===== src/rtl/counter_pkg.sv =====
// Shared types and defaults for the parametrised up/down counter family.
package counter_pkg;

  localparam int unsigned DEF_WIDTH  = 8;
  localparam int unsigned DEF_STEP_W = 4;

  typedef enum logic [1:0] {
    CNT_WRAP = 2'b00,
    CNT_SAT  = 2'b01,
    CNT_MOD  = 2'b10
  } cnt_mode_e;

  // The reserved encoding 2'b11 behaves exactly like wrap mode.
  function automatic cnt_mode_e decode_mode(input logic [1:0] raw);
    return (raw == 2'b11) ? CNT_WRAP : cnt_mode_e'(raw);
  endfunction

endpackage


===== src/rtl/counter_step_unit.sv =====
// Combinational next-value calculator: one enabled step in the selected
// boundary mode, with terminal-count and illegal-step indications.
module counter_step_unit
  import counter_pkg::*;
#(
  parameter int WIDTH  = DEF_WIDTH,
  parameter int STEP_W = DEF_STEP_W
) (
  input  logic [WIDTH-1:0]  count,
  input  logic [STEP_W-1:0] step,
  input  logic              dir,
  input  cnt_mode_e         mode,
  input  logic [WIDTH-1:0]  limit,
  output logic [WIDTH-1:0]  next_count,
  output logic              tc_next,
  output logic              err_next
);

  // All arithmetic is one bit wider so carries, borrows and limit+1 survive.
  logic [WIDTH:0] ext_count;
  logic [WIDTH:0] ext_step;
  logic [WIDTH:0] ext_limit;
  logic [WIDTH:0] range;
  logic [WIDTH:0] sum;
  logic [WIDTH:0] diff;
  logic [WIDTH:0] mod_up;
  logic [WIDTH:0] mod_dn;
  logic           borrow;

  assign ext_count = {1'b0, count};
  assign ext_step  = {{(WIDTH + 1 - STEP_W){1'b0}}, step};
  assign ext_limit = {1'b0, limit};
  assign range     = ext_limit + 1'b1;
  assign sum       = ext_count + ext_step;
  assign diff      = ext_count - ext_step;
  assign borrow    = (ext_count < ext_step);
  assign mod_up    = sum - range;
  assign mod_dn    = ext_count + range - ext_step;

  always_comb begin
    // NOTE: every output gets a default first so no path can infer a latch.
    next_count = count;
    tc_next    = 1'b0;
    err_next   = 1'b0;

    if (step != '0) begin
      unique case (mode)
        CNT_SAT: begin
          if (dir) begin
            if (sum[WIDTH]) begin
              next_count = '1;
              tc_next    = 1'b1;
            end else begin
              next_count = sum[WIDTH-1:0];
            end
          end else begin
            if (borrow) begin
              next_count = '0;
              tc_next    = 1'b1;
            end else begin
              next_count = diff[WIDTH-1:0];
            end
          end
        end

        CNT_MOD: begin
          if (ext_step > range) begin
            err_next = 1'b1;
          end else if (ext_count > ext_limit) begin
            // Limit was lowered below the current count: snap to the rail.
            next_count = dir ? '0 : limit;
            tc_next    = 1'b1;
          end else if (dir) begin
            if (sum > ext_limit) begin
              next_count = mod_up[WIDTH-1:0];
              tc_next    = 1'b1;
            end else begin
              next_count = sum[WIDTH-1:0];
            end
          end else begin
            if (borrow) begin
              next_count = mod_dn[WIDTH-1:0];
              tc_next    = 1'b1;
            end else begin
              next_count = diff[WIDTH-1:0];
            end
          end
        end

        default: begin
          if (dir) begin
            next_count = sum[WIDTH-1:0];
            tc_next    = sum[WIDTH];
          end else begin
            next_count = diff[WIDTH-1:0];
            tc_next    = borrow;
          end
        end
      endcase
    end
  end

endmodule


===== src/rtl/updown_counter_param.sv =====
// Parametrised up/down counter: registers, load/enable priority, clamped
// loading in modulo mode and sticky overflow/error flags.
module updown_counter_param
  import counter_pkg::*;
#(
  parameter int WIDTH  = DEF_WIDTH,
  parameter int STEP_W = DEF_STEP_W
) (
  input  logic              clk,
  input  logic              rst,
  input  logic              en,
  input  logic              dir,
  input  logic [1:0]        mode,
  input  logic [WIDTH-1:0]  limit,
  input  logic [STEP_W-1:0] step,
  input  logic              load,
  input  logic [WIDTH-1:0]  load_val,
  input  logic              clr_flags,
  output logic [WIDTH-1:0]  count,
  output logic              tc,
  output logic              at_max,
  output logic              at_min,
  output logic              ovf_sticky,
  output logic              err_sticky
);

  cnt_mode_e        cur_mode;
  logic [WIDTH-1:0] top_val;
  logic [WIDTH-1:0] load_value;
  logic [WIDTH-1:0] next_count;
  logic             tc_next;
  logic             err_next;
  logic             step_act;
  logic             tc_set;
  logic             err_set;

  assign cur_mode   = decode_mode(mode);
  assign top_val    = (cur_mode == CNT_MOD) ? limit : '1;
  assign load_value = ((cur_mode == CNT_MOD) && (load_val > limit)) ? limit : load_val;

  counter_step_unit #(
    .WIDTH  (WIDTH),
    .STEP_W (STEP_W)
  ) u_step (
    .count      (count),
    .step       (step),
    .dir        (dir),
    .mode       (cur_mode),
    .limit      (limit),
    .next_count (next_count),
    .tc_next    (tc_next),
    .err_next   (err_next)
  );

  // Load pre-empts counting, so step results only matter when load is low.
  assign step_act = en & ~load;
  assign tc_set   = step_act & tc_next;
  assign err_set  = step_act & err_next;

  // NOTE: sequential state uses non-blocking assignments so every register
  // samples pre-edge values regardless of statement order.
  always_ff @(posedge clk or posedge rst) begin
    if (rst) begin
      count      <= '0;
      tc         <= 1'b0;
      ovf_sticky <= 1'b0;
      err_sticky <= 1'b0;
    end else begin
      if (load) begin
        count <= load_value;
      end else if (en) begin
        count <= next_count;
      end
      tc <= tc_set;

      // A new set event beats a simultaneous clear.
      if (tc_set) begin
        ovf_sticky <= 1'b1;
      end else if (clr_flags) begin
        ovf_sticky <= 1'b0;
      end

      if (err_set) begin
        err_sticky <= 1'b1;
      end else if (clr_flags) begin
        err_sticky <= 1'b0;
      end
    end
  end

  assign at_max = (count == top_val);
  assign at_min = (count == '0);

endmodule

===== config.mk =====
export PLATFORM = sky130hd
export DESIGN_NAME = updown_counter_param
export DESIGN_NICKNAME = d
export VERILOG_FILES = /design/src/rtl/counter_pkg.sv /design/src/rtl/counter_step_unit.sv /design/src/rtl/updown_counter_param.sv
export SDC_FILE = /design/constraint.sdc
export NUM_CORES = 1
export LEC_CHECK = 0
export BUFFER_PORTS_ARGS = -buffer_cell sky130_fd_sc_hd__clkbuf_2
export CORE_MARGIN = 5
export CORE_UTILIZATION = 50
export DETAILED_ROUTE_END_ITERATION = 10
export PLACE_DENSITY = 0.71
export SLEW_MARGIN = 20
export SYNTH_ARGS = -nofsm -noshare
export SYNTH_HDL_FRONTEND = slang
export SYNTH_HIERARCHICAL = 1
export SYNTH_SLANG_ARGS = --single-unit

===== constraint.sdc =====
create_clock -name clk -period 9.8 [get_ports clk]
set_input_delay 0.98 -clock clk [delete_from_list [all_inputs] [get_ports clk]]
set_output_delay 0.98 -clock clk [all_outputs]
set_load 0.02 [all_outputs]

==> results of run 1 <==
[power by group through the flow]
| stage | registers, mW | clock network (mW) | logic, mW |
|---|---|---|---|
| after floorplan | 0.0697 | 0 | 0.352 |
| after global placement | 0.0696 | 0 | 0.474 |
| after detailed placement | 0.0697 | 0 | 0.479 |
| after CTS | 0.0689 | 0.0465 | 0.483 |
| after global routing | 0.0705 | 0.0486 | 0.538 |
| final | 0.0696 | 0.0471 | 0.494 |
[metal layers]
layer	vias to the layer above	part of all wire
li1	1989	-
met1	2094	0.42
met2	255	0.46
met3	35	0.096
met4	0	0.023
met5	-	0
[flip-flops by register name, summed over array words and instances (netlist names)]
register,flops
err_sticky,1
tc,1
count,8
ovf_sticky,1
[cell families (layout without fill, tap and decap cells)]
group                    after synthesis  after routing  share of synthesized area
AO/OA/AOI/OAI                        176            176                     0.3398
XOR/XNOR                              29             29                    0.06558
adder cells (fa/ha/maj)               64             64                     0.2140
buffers and inverters                 66             96                    0.07216
flip-flops                            11             11                    0.06903
multiplexers                           8              8                    0.02040
AND/OR/NAND/NOR                      153            153                     0.2190
[cells in the final DEF (no fill, tap or decap), types with 5 or more instances in the layout]
cell	instances
a21oi_1	32
dfrtp_1	11
o21ai_0	22
and3_1	5
a31oi_1	13
nor2b_1	14
fa_1	7
nor2_1	32
mux2i_1	7
a21o_1	8
clkbuf_2	40
a211oi_1	19
or3_1	6
xor2_1	6
inv_1	44
o22ai_1	5
nor3_1	9
nand4_1	11
nand3_1	17
nand2_1	27
xnor2_1	22
ha_1	57
[final timing paths]
path | from | end | slack [ps] | cells past startpoint
min in group asynchronous | rst | count[1] | 710 | 2
min reg2reg | ovf_sticky | ovf_sticky | 470 | 1
min | ovf_sticky | ovf_sticky | 470 | 1
max in group asynchronous | rst | count[7] | 8800 | 2
max | step[3] | count[3] | 4760 | 18
max reg2reg | count[3] | count[3] | 5050 | 16
[metrics by stage]
step             util  power [mW]  hold WS (ps)
2_1_floorplan       -      0.4213         594.4
3_3_place_gp   0.5451      0.5441         459.3
3_5_place_dp   0.5451      0.5492         468.0
4_1_cts        0.5509      0.5981         479.1
5_1_grt        0.5509      0.6573         487.8
6_report       0.5509      0.6108         471.6
[final cells by class]
cell class | instances | area [µm²]
well taps | 102 | 127.6
fillers | 794 | 3488
multi-input cells | 430 | 3425
flip-flops and latches | 11 | 275.3
repair buffers | 43 | 222.7
clock buffers | 4 | 45.04
inverters | 49 | 183.9
[critical path, cell delays in order]
cell and delay [ps]:
clkbuf_2 130, inv_1 100, ha_1 480, inv_2 110
a21oi_2 220, a21oi_1 110, xnor2_1 550, inv_1 160
ha_1 240, a2111oi_2 350, o21ai_1 130, o221ai_2 350
nand2_2 240, mux2i_1 170, a2111oi_1 430, o32a_1 210
a211oi_1 60, a31oi_1 170
==> reports/qor.yml, run 1 <==
cts.clk_slew.worst_paths_ps: 50
pre_cts_ws_ps: 4656
grt_util_met2: 0.4483
grt_pass1_vias: 4039
sw_frac_of_total: 0.5510
fin_ws_ps: 4762
core_um2: 7767
wl_mm: 13.74
final_hold_viol_count: 0
holdCritPathClass: "reg -> reg"
cap_violations: 0
p_leak_nw: 1.848
use_met3: 0.06241
dieArea_um2: 9861
ys.flop_type: "dfrtp_1"
ys.warnings.count: 6
h-tree-depth: 1
period_needed_ps: 5038
finalCritPeriodShare: 0.5140
synth_edf_count: 0
synth_area_um2: 3988
fmax_mhz: 198.5
place_inst: 635
grt_first_pass_wirelength_mm: 21.69
hold_buffers: 0
tightest_slew_ps: 1126
cts_tree: "yes"
use_met1: 0.3648
setup_violations: 0
drt_iter0_drc: 443
clock-sinks: 11
rsz0062_at_grt: "no"
yosys-top-cells-area: "ha_1, dfrtp_1, xnor2_1"
design_area_um2: 4279
vias: 4373
cts_root_buffer: "clkbuf_8"
rows: 32
dr.pass1.iters: 6
gp_congestion: 0.9910
n_antenna_cell: 0
worstSetupPathType: "in -> reg"
power_frac_seq: 0.114
required_ps: 9960
dpl_cell_area_um2: 4234
stdcell_count: 639
place_hpwl_mm: 10.85
drc: 0
outcome: "completed"
routedWlPerCell_um: 21.49
post_cts_resized: 0
fp.dieH_um: 99.31
synth_commonest_cells: "ha_1, inv_1, a21oi_1, nor2_1, nand2_1"
tns_ps: 0
maxSlewHeadroom: 0.2433
cp-end-kind: "register"
p_switching_uw: 336.5
ys_types: 94
clk_latency_ps: 240
grt_overflow: 0
critPathMaxFanout: 8
synth_top_area_cell: "ha_1"
synth-seq-cells: 11
io_buffers: 40
initial_core_util: 0.5134
die_w_um: 99.31
gr-max-usage-layer: "met2"
maxSlewViolCount: 0
final.setup_skew_ps: 4.435
yosysTopAreaCellShare: 0.1789
antenna_found_initial: 0
postCtsSetupBuffers: 0
arrival_ps: 5200
syn_avg_cell_area_um2: 7.865
pin_count: 41
ant_nets: 0
viasPerCell: 6.844
ir_drop_mv: 0.08961
grt_use_total: 0.2747
power_frac_comb: 0.809
clockBufferDepth: 2
syn_nets: 599
numCtsBuffers: 3
synthMostInstantiatedCell: "ha_1"
p_clk_frac: 0.077
nets: 630
grt_max_degree: 32
startpoint_type: "input pin"
seq_area_frac_synth: 0.06903
pwr_density_cell_nw_per_um2: 142.7
cell_internal_pwr_uw: 274.2
drive_gt1_frac: 0.1657
synthCells: 507
area_growth_pct: 7.311
synthArstFlopShare: 1.000
No activity file was read; power rests on OpenSTA's default activity.
==> inputs of run 2 (changes only) <==
==> constraint.sdc (replaced) <==
create_clock -name clk -period 5.07 [get_ports clk]
set_input_delay 0.507 -clock clk [delete_from_list [all_inputs] [get_ports clk]]
set_output_delay 0.507 -clock clk [all_outputs]
set_load 0.02 [all_outputs]
==> run 2 against run 1 <==
Flip-flop and latch count stayed put. Global-route usage increased by 1.3 points. Setup slack worse by 4300 ps. Final area grew 1.8%. Routed wire length increased by 4.6%. Clock power rose by 94%. Critical path type is now reg -> reg. Largest power group unchanged.
==> reports/qor.yml, run 2 (synthesis gave the netlist of run 1 again) <==
outcome: "completed"  # unchanged
fp.dieH_um: 99.31  # unchanged
grt_pass1_vias: 4165  # was 4039
io_buffers: 40  # unchanged
arrival_ps: 4690  # was 5200 ps
fmax_mhz: 218.2
dieArea_um2: 9861  # unchanged
worstSetupPathType: "reg -> reg"  # was in -> reg
final_hold_viol_count: 0  # unchanged
multi_input_area_um2: 3425  # unchanged
initial_core_util: 0.5134  # unchanged
antenna_found_initial: 0  # unchanged
grt_first_pass_wirelength_mm: 22.51  # was 21.69 mm
cts_tree: "yes"  # unchanged
fill_cells: 768  # was 794
clk_latency_ps: 240  # about the same
clockBufferDepth: 2  # unchanged
drive_gt1_frac: 0.1810  # was 0.1657
seqCellArea_um2: 275.3  # unchanged
vias: 4362  # was 4373
final_util: 0.5606  # was 0.5509
routedWlPerCell_um: 22.14  # was 21.49 µm
area_growth_pct: 9.194  # was 7.311%
holdCritPathClass: "in -> async"  # was reg -> reg
dr.pass1.iters: 6  # unchanged
layout_commonest_cell: "ha_1"  # unchanged
grt_max_degree: 32  # unchanged
drc: 0  # unchanged
cap_violations: 0  # unchanged
numCtsBuffers: 3  # unchanged
grt_overflow: 0  # unchanged
period_needed_ps: 4583
maxSlewHeadroom: 0.2374  # was 0.2433
grt_use_total: 0.2882  # was 0.2747
drt_iter0_drc: 390  # was 443
largest_reg_flops: 8  # unchanged
clock-sinks: 11  # unchanged
n_antenna_cell: 0  # unchanged
fin_total_pwr_mw: 1.210  # was 610.8 µW
wl_mm: 14.37  # was 13.74 mm
tns_ps: 0  # unchanged
place_hpwl_mm: 11.39  # was 10.85 mm
h-tree-depth: 1  # unchanged
p_leak_nw: 1.896  # was 1.848 nW
gp_congestion: 1.014  # was 0.9910
cp-end-kind: "register"  # unchanged
viasPerCell: 6.721  # was 6.844
post_cts_resized: 0  # unchanged
finalCritPeriodShare: 0.9039
pwr_density_cell_nw_per_um2: 277.9  # was 142.7 nW/µm²
hold_buffers: 0  # unchanged
ant_nets: 0  # unchanged
rows: 32  # unchanged
core_um2: 7767  # unchanged
final_cell_mix: "ha_1, inv_1, clkbuf_2, a21oi_1, nor2_1"  # unchanged
nets: 640  # was 630
top_register: "count"  # unchanged
cts.clk_slew.worst_paths_ps: 50  # about the same
die_w_um: 99.31  # unchanged
critPathMaxFanout: 10  # was 8
final.setup_skew_ps: 4.259  # was 4.435 ps
rsz0062_at_grt: "no"  # unchanged
maxSlewViolCount: 0  # unchanged
setup_violations: 0  # unchanged
startpoint_type: "register"  # was input pin
pin_count: 41  # unchanged
required_ps: 5180  # was 9960 ps
tightest_slew_ps: 1134  # was 1126 ps
ir_drop_mv: 0.1627  # was 0.08961 mV
cts_root_buffer: "clkbuf_8"  # unchanged
postCtsSetupBuffers: 0  # unchanged
==> run 2: layer usage <==
metal / share of wire / GRT usage / up-vias
met5: 0 / 0 / -
met4: 0.037 / 0.1019 / 0
met3: 0.098 / 0.04278 / 40
met2: 0.45 / 0.4551 / 255
met1: 0.41 / 0.3986 / 2059
li1: - / - / 2008
==> run 2: cell type report <==
type,count,area share
repair buffers,53,0.06839
clock buffers,4,0.01034
flip-flops and latches,11,0.06322
well taps,102,0.02931
inverters,49,0.04224
multi-input cells,430,0.7865
==> run 2: path summary, 6_finish.rpt <==
kind / startpoint / end / slack [ps] / cells past startpoint
worst max-delay path: count[0] / count[3] / 490 / 16
worst min-delay path: rst / count[7] / 240 / 2
worst max register to register: count[0] / count[3] / 490 / 16
worst min register to register: ovf_sticky / ovf_sticky / 480 / 1
max in group asynchronous: rst / count[6] / 4530 / 2
min in group clk: ovf_sticky / ovf_sticky / 480 / 1
==> run 2: per-stage QoR <==
stage	setup slack [ps]	instance area (µm²)	std cells	hold slack [ps]
6_report	487.0	4354	649	236.5
5_1_grt	336.6	4354	649	303.3
4_1_cts	634.4	4354	649	255.2
3_5_place_dp	564.7	4309	645	473.2
3_3_place_gp	569.7	4309	645	464.0
2_1_floorplan	1222	3988	507	359.4
==> run 2: worst max-delay path, cell delays in order, from the launching register on <==
cell       delay (ps)
dfrtp_1           550
ha_1              300
fa_1              460
nand2b_4          110
a21oi_4            80
o211ai_2          280
xnor2_2           230
ha_1              340
a2111oi_2         300
o21ai_1           140
o221ai_2          360
nand2_2           210
mux2i_1           270
a2111oi_1         130
o32a_1            380
a211oi_1          240
a31oi_1            60
==> run 2: where the power goes <==
part           total [mW]  internal [mW]  leakage (nW)  switching (mW)
Combinational        1.00          0.397          1.74           0.605
Sequential          0.116         0.0980         0.134          0.0184
Clock              0.0916         0.0555        0.0228          0.0361
Total                1.21          0.550          1.90           0.660
==> inputs of run 3 (changes only) <==
--- a/config.mk
+++ b/config.mk
@@ -7,9 +7,9 @@
 export LEC_CHECK = 0
 export BUFFER_PORTS_ARGS = -buffer_cell sky130_fd_sc_hd__clkbuf_2
 export CORE_MARGIN = 5
-export CORE_UTILIZATION = 50
+export CORE_UTILIZATION = 35
 export DETAILED_ROUTE_END_ITERATION = 10
-export PLACE_DENSITY = 0.71
+export PLACE_DENSITY = 0.54
 export SLEW_MARGIN = 20
 export SYNTH_ARGS = -nofsm -noshare
 export SYNTH_HDL_FRONTEND = slang
==> run 3 against run 2 <==
Cell count rose by 6.0%. Core utilization fell by 17 points. First-iteration DRC count rose by 6.4%. Clock skew fell by 3.5 ps. Non-clock buffer count fell by 2. Worst hold slack improved by 8.0 ps. Sequential power rose by 4%. Combinational power barely moved. Maximum frequency rose by 6.1%. Clock power rose by 57%. Largest cell class unchanged.
==> reports/qor.yml, run 3 (synthesis gave the netlist of run 1 again) <==
maxSlewViolCount: 0  # unchanged
cts_tree: "yes"  # unchanged
arrival_ps: 4420  # was 4690 ps
cap_violations: 0  # unchanged
place_hpwl_mm: 11.61  # was 11.39 mm
pin_count: 41  # unchanged
clockBufferDepth: 2  # unchanged
initial_core_util: 0.3538  # was 0.5134
fin_total_pwr_mw: 1.266  # was 1.210 mW
met2_wirelength_mm: 6.305  # was 6.468 mm
dpl_cell_area_um2: 4345  # was 4309 µm²
drt_iter0_drc: 415  # was 390
top_register: "count"  # unchanged
area_growth_pct: 11.17  # was 9.194%
final.setup_skew_ps: 0.7247  # was 4.259 ps
startpoint_type: "input pin"  # was register
nets: 638  # was 640
vias: 4257  # was 4362
multi_input_area_um2: 3433  # was 3425 µm²
finalCritPeriodShare: 0.8521  # was 0.9039
grt_use_total: 0.2150  # was 0.2882
cp-end-kind: "register"  # unchanged
grt_max_degree: 32  # unchanged
ir_drop_mv: 0.1440  # was 0.1627 mV
hold_buffers: 0  # unchanged
rsz0062_at_grt: "no"  # unchanged
slowest_stage: "ha_1"  # was dfrtp_1
tightest_slew_ps: 733.3  # was 1134 ps
grt_pass1_vias: 4184  # was 4165
die_w_um: 116.7  # was 99.31 µm
pwr_density_cell_nw_per_um2: 285.5  # was 277.9 nW/µm²
drive_gt1_frac: 0.1780  # was 0.1810
numCtsBuffers: 3  # unchanged
tns_ps: 0  # unchanged
fill_cells: 1189  # was 768
routedWlPerCell_um: 21.01  # was 22.14 µm
gp_congestion: 0.9564  # was 1.014
outcome: "completed"  # unchanged
postCtsSetupBuffers: 0  # unchanged
highest_layer: "met4"  # unchanged
h-tree-depth: 1  # unchanged
timing.rr.start: "count[1]"  # was count[0]
drt-met1-wl_mm: 6.579  # was 5.954 mm
fmax_mhz: 231.5  # was 218.2 MHz
wl_mm: 14.46  # was 14.37 mm
startpoint: "step[2]"  # was count[0]
clk_latency_ps: 240  # about the same
cts.clk_slew.worst_paths_ps: 40  # was 50 ps
final_hold_viol_count: 0  # unchanged
core_um2: 11270  # was 7767 µm²
viasPerCell: 6.188  # was 6.721
grt_overflow: 0  # unchanged
design_area_um2: 4433  # was 4354 µm²
worstSetupPathType: "in -> reg"  # was reg -> reg
place_inst: 684  # was 645
rows: 39  # was 32
ant_nets: 0  # unchanged
cts_root_buffer: "clkbuf_16"  # was clkbuf_8
post_cts_resized: 0  # unchanged
largest_reg_flops: 8  # unchanged
layout_commonest_cell: "ha_1"  # unchanged
grt_first_pass_wirelength_mm: 22.80  # was 22.51 mm
seqCellArea_um2: 275.3  # unchanged
clock-sinks: 11  # unchanged
drc: 0  # unchanged
final_cell_mix: "ha_1, inv_1, clkbuf_2, a21oi_1, nor2_1"  # unchanged
final_util: 0.3933  # was 0.5606
r2r.worst_path.cells: 15  # was 16
setup_violations: 0  # unchanged
io_buffers: 40  # unchanged
stdcell_count: 688  # was 649
period_needed_ps: 4320  # was 4583 ps
cpPeakStageDelay_ps: 430  # was 550 ps
dr.pass1.iters: 5  # was 6
fp.dieH_um: 116.7  # was 99.31 µm
wl_met3_mm: 1.009  # was 1.408 mm
maxSlewHeadroom: 0.5074  # was 0.2374
antenna_found_initial: 0  # unchanged
dieArea_um2: 13630  # was 9861 µm²
required_ps: 5170  # was 5180 ps
p_leak_nw: 1.903  # was 1.896 nW
path_cells: "clkbuf_2 > inv_1 > ha_1 > nand2b_4 > a21oi_4 > o211ai_2 > xnor2_2 > ha_1 > a2111oi_2 > o21ai_1 > o221ai_2 > nand2_2 > o31ai_1 > a311oi_1 > o31a_1 > a211oi_1 > a31oi_1"  # was ha_1 > fa_1 > nand2b_4 > a21oi_4 > o211ai_2 > xnor2_2 > ha_1 > a2111oi_2 > o21ai_1 > o221ai_2 > nand2_2 > mux2i_1 > a2111oi_1 > o32a_1 > a211oi_1 > a31oi_1
critPathMaxFanout: 8  # was 10
holdCritPathClass: "in -> async"  # unchanged
n_antenna_cell: 0  # unchanged
crit_top_cell: "ha_1"  # unchanged
run 3: final timing paths:
check	slack [ps]	end
setup / recovery	750	count[0]
hold / removal	240	tc
setup reg to reg	770	count[2]
hold reg to reg	480	ovf_sticky
max in group asynchronous	4520	count[3]
min in group clk	480	ovf_sticky
run 3: power by group:
| group | internal [mW] | switching (mW) |
|---|---|---|
| combinational | 0.390 | 0.611 |
| sequential | 0.0982 | 0.0226 |
| clock | 0.106 | 0.0383 |
| total | 0.593 | 0.672 |
run 3: stage by stage:
| stage | hold WS [ps] | worst slack, ps |
|---|---|---|
| after floorplan | 359.4 | 1222 |
| after global placement | 462.0 | 708.6 |
| after detailed placement | 468.4 | 567.8 |
| after CTS | 260.3 | 812.9 |
| after global routing | 297.9 | 434.6 |
| final | 244.5 | 749.7 |
run 3: layer usage:
layer | track usage | vias up
met4 | 0.08104 | 0
met3 | 0.03212 | 38
met1 | 0.2948 | 2026
met5 | 0 | -
met2 | 0.3402 | 189
li1 | - | 2004
run 3: area by class of cell:
type / count / area share
clock buffer: 4 / 0.01778
inverter: 49 / 0.04149
multi-input combinational: 430 / 0.7745
sequential: 11 / 0.06209
tap: 143 / 0.04036
timing repair buffer: 51 / 0.06379
run 3: critical path: cells and delay by family:
family | cells | cell delay, ps
buffers and inverters | 2 | 270
AOI/OAI and AO/OA | 10 | 2120
adders and majority gates | 2 | 760
xor gates and xnor gates | 1 | 320
and+or+nand+nor | 2 | 410
